### config.mk
export PLATFORM = sky130hd
export DESIGN_NAME = mixsx_idx_gen_flat
export DESIGN_NICKNAME = d
export VERILOG_FILES = /design/src/rtl/mixsx_idx_gen_pkg.sv /design/src/rtl/mixsx_idx_gen_if.sv /design/src/rtl/mixsx_word_unpack.sv /design/src/rtl/mixsx_idx_gen.sv /design/src/flat_wrapper.sv
export SDC_FILE = /design/constraint.sdc
export NUM_CORES = 1
export LEC_CHECK = 0
export CAP_MARGIN = 5
export CELL_PAD_IN_SITES_DETAIL_PLACEMENT = 0
export CELL_PAD_IN_SITES_GLOBAL_PLACEMENT = 1
export CORE_UTILIZATION = 44
export CTS_BUF_LIST = sky130_fd_sc_hd__clkbuf_4
export CTS_CLUSTER_SIZE = 12
export DETAILED_ROUTE_END_ITERATION = 10
export PLACE_DENSITY_LB_ADDON = 0.1
export SYNTH_ARGS = -nofsm -noshare
export SYNTH_HDL_FRONTEND = slang
export SYNTH_SLANG_ARGS = --single-unit
### constraint.sdc
create_clock -name clk -period 6.2 [get_ports clk]
set_clock_uncertainty 0.2 [all_clocks]
set_input_delay 0.62 -clock clk [delete_from_list [all_inputs] [get_ports clk]]
set_output_delay 0.62 -clock clk [all_outputs]
set_load 0.05 [all_outputs]
### src/rtl/mixsx_idx_gen_pkg.sv
// Shared types and helpers for the mixsx index generator.
package mixsx_pkg;

   typedef enum logic [1:0] {
      IDLE,
      FILL,
      HOLD
   } idx_state_t;

   localparam int unsigned MIXSX_WORD_W = 64;

   // Number of whole index fields that fit in one random word.
   function automatic int unsigned fields_per_word(input int unsigned idx_w);
      return MIXSX_WORD_W / idx_w;
   endfunction

endpackage

### src/rtl/mixsx_idx_gen_if.sv
// Handshake bundle between the index generator and its producer/consumer.
// master: drives start, the word stream and d_ready; slave: the generator.
interface mixsx_idx_gen_if #(
   parameter int unsigned CWORDS64 = 2,
   parameter int unsigned XWORDS32 = 2
);
   localparam int unsigned IDX_WIDTH = $clog2(XWORDS32);

   logic                            start;
   logic [63:0]                     in_word;
   logic                            in_valid;
   logic                            in_ready;
   logic [CWORDS64*IDX_WIDTH-1:0]   d;
   logic                            d_valid;
   logic                            d_ready;
   logic                            busy;

   modport master (
      output start, in_word, in_valid, d_ready,
      input  in_ready, d, d_valid, busy
   );

   modport slave (
      input  start, in_word, in_valid, d_ready,
      output in_ready, d, d_valid, busy
   );
endinterface

### src/rtl/mixsx_word_unpack.sv
// Single-word buffer that slices a 64-bit random word into IDX_WIDTH-bit
// fields, LSB first, one field per cycle while enabled.
module mixsx_word_unpack
   import mixsx_pkg::*;
#(
   parameter int unsigned IDX_WIDTH = 1
) (
   input  logic                 clk,
   input  logic                 reset,
   input  logic                 enable,
   input  logic                 flush,
   input  logic [63:0]          in_word,
   input  logic                 in_valid,
   output logic                 in_ready,
   output logic [IDX_WIDTH-1:0] field,
   output logic                 field_valid
);
   localparam int unsigned FPW = fields_per_word(IDX_WIDTH);
   localparam int unsigned KW  = (FPW > 1) ? $clog2(FPW) : 1;

   logic [63:0]   buf_q;
   logic [KW-1:0] k_q;
   logic          full_q;

   // Accept only into an empty buffer; present the current field when full.
   always_comb begin
      in_ready    = enable && !full_q;
      field_valid = enable && full_q;
      field       = IDX_WIDTH'(buf_q >> (k_q * IDX_WIDTH));
   end

   // Buffer load, field pointer advance and empty-on-last-field / flush.
   always_ff @(posedge clk or posedge reset) begin
      if (reset) begin
         buf_q  <= '0;
         k_q    <= '0;
         full_q <= 1'b0;
      end else if (flush) begin
         k_q    <= '0;
         full_q <= 1'b0;
      end else if (in_valid && in_ready) begin
         buf_q  <= in_word;
         k_q    <= '0;
         full_q <= 1'b1;
      end else if (field_valid) begin
         if (k_q == KW'(FPW - 1)) begin
            k_q    <= '0;
            full_q <= 1'b0;
         end else begin
            k_q <= k_q + 1'b1;
         end
      end
   end
endmodule

### src/rtl/mixsx_idx_gen.sv
// Index-vector generator for the mixsx32 d input.
// Optional feature: define MIXSX_IDX_REJECT_EN for rejection sampling of
// out-of-range fields; otherwise out-of-range fields are reduced by XWORDS32.
module mixsx_idx_gen
   import mixsx_pkg::*;
#(
   parameter int unsigned CWORDS64 = 2,
   parameter int unsigned XWORDS32 = 2
) (
   input logic             clk,
   input logic             reset,
   mixsx_idx_gen_if.slave  bus
);
   localparam int unsigned IDX_WIDTH = $clog2(XWORDS32);
   localparam int unsigned NW        = $clog2(CWORDS64 + 1);
   localparam int unsigned DW        = CWORDS64 * IDX_WIDTH;

   idx_state_t           state_q, state_d;
   logic [NW-1:0]        n_q, n_d;
   logic [DW-1:0]        d_q, d_d;
   logic                 flush;
   logic [IDX_WIDTH-1:0] field;
   logic                 field_valid;
   logic [31:0]          field_ext;
   logic                 accept;
   logic [IDX_WIDTH-1:0] slot_val;

   mixsx_word_unpack #(
      .IDX_WIDTH (IDX_WIDTH)
   ) u_unpack (
      .clk         (clk),
      .reset       (reset),
      .enable      (state_q == FILL),
      .flush       (flush),
      .in_word     (bus.in_word),
      .in_valid    (bus.in_valid),
      .in_ready    (bus.in_ready),
      .field       (field),
      .field_valid (field_valid)
   );

   // Validate or reduce the current field against the index range.
   always_comb begin
      field_ext = 32'(field);
`ifdef MIXSX_IDX_REJECT_EN
      accept   = field_valid && (field_ext < XWORDS32);
      slot_val = field;
`else
      accept   = field_valid;
      slot_val = (field_ext >= XWORDS32) ? IDX_WIDTH'(field_ext - XWORDS32) : field;
`endif
   end

   // Next state, slot write and buffer flush decisions.
   always_comb begin
      state_d = state_q;
      n_d     = n_q;
      d_d     = d_q;
      flush   = 1'b0;
      unique case (state_q)
         IDLE: begin
            if (bus.start) begin
               state_d = FILL;
               n_d     = '0;
               flush   = 1'b1;
            end
         end
         FILL: begin
            if (accept) begin
               for (int unsigned s = 0; s < CWORDS64; s++) begin
                  if (n_q == NW'(s)) d_d[s*IDX_WIDTH +: IDX_WIDTH] = slot_val;
               end
               n_d = NW'(n_q + 1'b1);
               // Last slot: drop the remainder of the buffered word.
               if (n_q == NW'(CWORDS64 - 1)) begin
                  state_d = HOLD;
                  flush   = 1'b1;
               end
            end
         end
         HOLD: begin
            if (bus.d_ready) state_d = IDLE;
         end
         default: state_d = IDLE;
      endcase
   end

   // State, slot counter and output vector registers.
   always_ff @(posedge clk or posedge reset) begin
      if (reset) begin
         state_q <= IDLE;
         n_q     <= '0;
         d_q     <= '0;
      end else begin
         state_q <= state_d;
         n_q     <= n_d;
         d_q     <= d_d;
      end
   end

   // Registered vector and status flags.
   always_comb begin
      bus.d       = d_q;
      bus.d_valid = (state_q == HOLD);
      bus.busy    = (state_q != IDLE);
   end
endmodule

### src/flat_wrapper.sv
// flat-port wrapper written by rule: the top's interface ports become plain ports
module mixsx_idx_gen_flat import mixsx_pkg::*;
#(
   parameter int unsigned CWORDS64 = 2,
   parameter int unsigned XWORDS32 = 2
)
  (clk, reset, bus_start, bus_in_word, bus_in_valid, bus_d_ready, bus_in_ready, bus_d, bus_d_valid, bus_busy);
  mixsx_idx_gen_if #(.CWORDS64(CWORDS64), .XWORDS32(XWORDS32)) bus_i ();
  input logic clk;
  input logic reset;
  input wire logic [$bits(bus_i.start)-1:0] bus_start;
  input wire logic [$bits(bus_i.in_word)-1:0] bus_in_word;
  input wire logic [$bits(bus_i.in_valid)-1:0] bus_in_valid;
  input wire logic [$bits(bus_i.d_ready)-1:0] bus_d_ready;
  output wire logic [$bits(bus_i.in_ready)-1:0] bus_in_ready;
  output wire logic [$bits(bus_i.d)-1:0] bus_d;
  output wire logic [$bits(bus_i.d_valid)-1:0] bus_d_valid;
  output wire logic [$bits(bus_i.busy)-1:0] bus_busy;
  assign bus_i.start = bus_start;
  assign bus_i.in_word = bus_in_word;
  assign bus_i.in_valid = bus_in_valid;
  assign bus_i.d_ready = bus_d_ready;
  assign bus_in_ready = bus_i.in_ready;
  assign bus_d = bus_i.d;
  assign bus_d_valid = bus_i.d_valid;
  assign bus_busy = bus_i.busy;
  mixsx_idx_gen #(.CWORDS64(CWORDS64), .XWORDS32(XWORDS32)) u_core (.clk(clk), .reset(reset), .bus(bus_i));
endmodule
* Word-level counts from Yosys, hierarchy flattened *
Cells that the tools add are included.

word-level totals
  flip-flop bits (word level) = 77
  latch bits = 0
  bits in writable memories = 0
  memory bits (read-only) = 0
  input bits = 69
  output and inout bits = 5
  logic and storage cells = 55
  memories kept = 0

cells by class
  add/subtract/negate cells = 2
  multiply operators = 0
  divide/modulo/power cells = 0
  magnitude comparators = 0
  equality and inequality tests = 8
  shift operators = 1
  muxes and demuxes = 20
  bitwise operators = 1
  reductions and logical operators = 16

operators with widths
  kind                                                    number
  right shift 64 x 6 -> 1 bit                             1
  two-way mux 6 bit                                       4
  two-way mux 2 bit                                       6
  AND reduction 3 bit                                     3
  two-way mux 1 bit                                       7
  adder 6 x 1 -> 6 bit (second input constant)            1
  == test 6 bit (second input constant)                   1
  case mux 2 bit (3 select lines)                         1
  nonzero test 3 bit                                      2
  == test 2 x 1 -> 1 bit (second input constant)          2
  logical NOT 2 bit                                       2
  inequality test 2 x 1 -> 1 bit (second input constant)  2
  inequality test 2 bit (second input constant)           2
  case mux 2 bit (2 select lines)                         1
  AND reduction 2 bit                                     2
  AND reduction 4 bit                                     1
  nonzero test 2 bit                                      2
  logical AND 1 bit                                       3
  adder 2 x 1 -> 2 bit (second input constant)            1
  == test 2 bit (second input constant)                   1
  case mux 1 bit (2 select lines)                         1
  logical NOT 1 bit                                       1
  NOT 1 bit                                               1

* Logic depth before layout (Yosys ltp) *
  depth after elaboration = 6
  mapped depth = 8
  depth with buffers taken out = 7

* Modules after synthesis *
A second synthesis with hierarchy kept.

second synthesis, totals
  cells, all modules = 265
  area, all modules = 3,702.3 sq um

by module, submodules not included
  module             times used  cells an instance  area each (sq um)  sequential area each (sq um)
  mixsx_word_unpack  1           233                3,359.5            1,776.7
  mixsx_idx_gen      1           32                 342.8              150.1

* Worst setup path after synthesis *
No wires, ideal clock.

  kind = reg2out
  from = register u_core.state_q[1]
  to = output bus_in_ready
  arrival time = 1,236 ps
  required time = 5,380 ps
  setup slack = 4,144 ps
  stages on the path, launching flop included = 3
  buffers on the path = 0
  path through = dfrtp_1 nand2b_1 nor2_1

between the ends
  cells in the longest elaborated chain, start to end = 2

RTL lines
  what                    RTL line                 source
  from (decl)             mixsx_idx_gen.sv:18      idx_state_t state_q, state_d;
  from (signal assigned)  mixsx_idx_gen.sv:95      state_q <= state_d;
  == test 2 x 1 -> 1 bit  mixsx_idx_gen.sv:33      .enable (state_q == FILL),
  logical AND 1 bit       mixsx_word_unpack.sv:27  in_ready = enable && !full_q;
  to (decl)               flat_wrapper.sv:15       output wire logic [$bits(bus_i.in_ready)-1:0] bus_in_ready;

Every way passes these cells.

* Final worst setup path *
  from = register u_core.state_q[0]
  to = output bus_in_ready

Same word-level chain as after synthesis.

==> run summary <==
Worst min path class: reg2reg
FMAX: 0.347 GHz
Die H: 93.5 um
Via density: 5.24
I/O pin total: 74
Chip Width: 93.5 um
Area leader, netlist: dfrtp_1
R2R depth: 4
Tcrit/Tclk final: 46.5%
Inserted Clock Buffers: 9
Initial antenna violation count: 0
Ratio of cells with drive above 1 in the final layout: 9.62%
Core Area: 0.00818 mm2
Crit Reg-Reg Startpoint: u_core.u_unpack.full_q
Worst slack, placed: 2940 ps
NumNets Final: 410
Std-Cell Rows: 33
Final Cell Area: 0.00463 mm2
Max Cap Violations: 0
Drt drc: 0
Hold Vio Cnt, Final: 0
Layout Utilization: 56.6%
Crit path arrival time: 2070 ps
Clock latency on the worst-skew pair: 410 ps
Setup TNS: 0 ps
Global-route wire length before repair: 11700 um
Area contributors post-synth: dfrtp_1 (52%), mux2_1 (20%), mux4_2 (6.1%)
Commonest cells in the synthesized netlist: dfrtp_1 (77), mux2_1 (64), nand2_1 (14)
Clock sink count: 77
Sequential area share after synthesis: 52.3%
CP endpoint kind: output pin
CP Capture Point: bus_in_ready
Synth warn: 0
Post-Syn Area: 0.00368 mm2
Minimum clock period: 2890 ps
Max Fanout on Critical Path: 10
Slew Viols, Final: 0
CTS max path bufs: 2
Post-Syn Instances: 267
DP HPWL: 4650 um
I/O Buffers: 73
Total congestion overflow: 0
Initial Util: 45.1%
Pwr Density: 453 mW/mm2
All-Layer GR Usage: 17.8%
CTS tree: yes
H-Tree Depth: 3
Synth async-reset ratio: 100%
Least-Margin Pin Slew: 974 ps
Top-count cell post-synth: dfrtp_1
Tot Pwr: 2.10 mW
FF-to-FF setup slack: 3480 ps
Post-synth EDFFs: 0
Ant diodes: 0
Post-Syn Area per Cell: 13.8 um2
Slew Limit Headroom: 35.1%
CTS resizes: 0
RSZ-0062 raised after global routing: false
Area Overhead vs Synth: 25.7%
Syn nets: 339
Final worst slack: 3310 ps
Status: complete, no violations
Largest net degree at the start of global routing: 78
Area share of the largest cell type after synthesis: 52.3%
Post-CTS Setup Bufs: 0
Vias: 2347
Clock-pin transition on the worst setup and hold timing paths: 120 ps
Routed len/inst: 15.2 um
Critical Path Start: u_core.state_q[0]
Initial DRT Pass Iterations: 4
Final setup vio count: 0
Final WL: 6810 um
CP Class: reg2out
RR Endpoint: u_core.u_unpack.buf_q[4]
Placed cell areas: 0.00448 mm2
#FFs+latches synth: 77
Worst EP required: 5380 ps
Hold Buf Count CTS: 0
1st-iter DRT viols: 73
Maximum vdd drop: 0.000163 V
Root buffer cell: clkbuf_4
Leak pwr: 1.89 nW
Type of origin of the critical path: register
Vias in the first global route: 2382
Synth Flop Type: dfrtp_1
Synth unique cells: 41
Die area: 0.00874 mm2
Final Wtd Congestion: 0.721
DRT antenna net count: 0
report_power, final:
| group | internal (mW) | switching, mW |
|---|---|---|
| sequential | 0.746 | 0.170 |
| clock | 0.164 | 0.170 |
| combinational | 0.470 | 0.376 |
| total | 1.38 | 0.716 |
worst min-delay path by stage:
stage | to | start | cells past startpoint
3_3_place_gp | u_core.u_unpack.buf_q[56] | u_core.u_unpack.buf_q[56] | 1
3_5_place_dp | u_core.u_unpack.buf_q[46] | u_core.u_unpack.buf_q[46] | 1
4_1_cts | u_core.u_unpack.buf_q[46] | u_core.u_unpack.buf_q[46] | 1
6_report | u_core.u_unpack.buf_q[42] | u_core.u_unpack.buf_q[42] | 1
5_1_grt | u_core.u_unpack.buf_q[11] | u_core.u_unpack.buf_q[11] | 1
2_1_floorplan | u_core.u_unpack.buf_q[38] | u_core.u_unpack.buf_q[38] | 1
area by class of cell:
type | count | area [um2]
tap | 105 | 131
fill | 709 | 3540
inverter | 8 | 30.0
sequential | 77 | 1930
timing repair buffer | 76 | 753
multi-input combinational | 166 | 1640
clock inverter | 6 | 77.6
clock buffer | 10 | 75.1
critical path: stages, from the launching register on:
cell             delay [ps]
dfrtp_1                 530
nand2b_1                190
nor2_1                  130
clkdlybuf4s50_1         810
cells by family (layout without fill, tap and decap cells):
logic type | count (synthesis) | count (layout) | synth area share, %
and+or+nand+nor | 44 | 44 | 6.05
adders and majority gates | 3 | 3 | 1.02
muxes | 89 | 89 | 31.6
buffers and inverters | 24 | 100 | 3.40
DFF | 77 | 77 | 52.3
AOI/OAI and AO/OA | 30 | 30 | 5.64
per-stage QoR:
stage,std cells,hold WS [ps]
after global placement,432,259
final,448,291
after floorplan,267,249
after detailed placement,432,272
after global routing,448,308
after CTS,448,299
per-layer routing:
layer	global-route usage [%]	vias to the layer above	wire, um
li1	-	1121	-
met1	25.7	1165	3360
met2	26.2	51	3100
met3	3.09	10	238
met4	8.08	0	115
met5	0	-	0
state kept, by name, summed over array words and instances, names as in the netlist:
register / flops
u_core.n_q: 2
u_core.u_unpack.k_q: 6
u_core.state_q: 2
u_core.u_unpack.buf_q: 64
u_core.bus.d: 2
u_core.u_unpack.full_q: 1
placed cells by master, fill, tap and decap left out, types with 2 or more instances in the layout:
cell type	n
clkdlybuf4s50_1	73
mux4_2	10
o211ai_1	2
mux2_2	2
buf_4	3
nor2_1	6
a21oi_1	3
nand3b_1	2
nand2b_1	4
o21bai_1	2
clkinv_2	2
mux2_1	64
nand2_1	14
a22o_1	2
a22oi_1	2
nand3_1	6
mux4_1	4
o21ai_1	7
clkbuf_4	10
clkinv_1	2
nor2b_1	3
or3_1	2
dfrtp_1	77
inv_1	7
ha_1	3
a31oi_1	3
mux2i_1	9
o22ai_1	3
bufinv_16	2
Note: power is estimated with default switching activity, not from simulation.
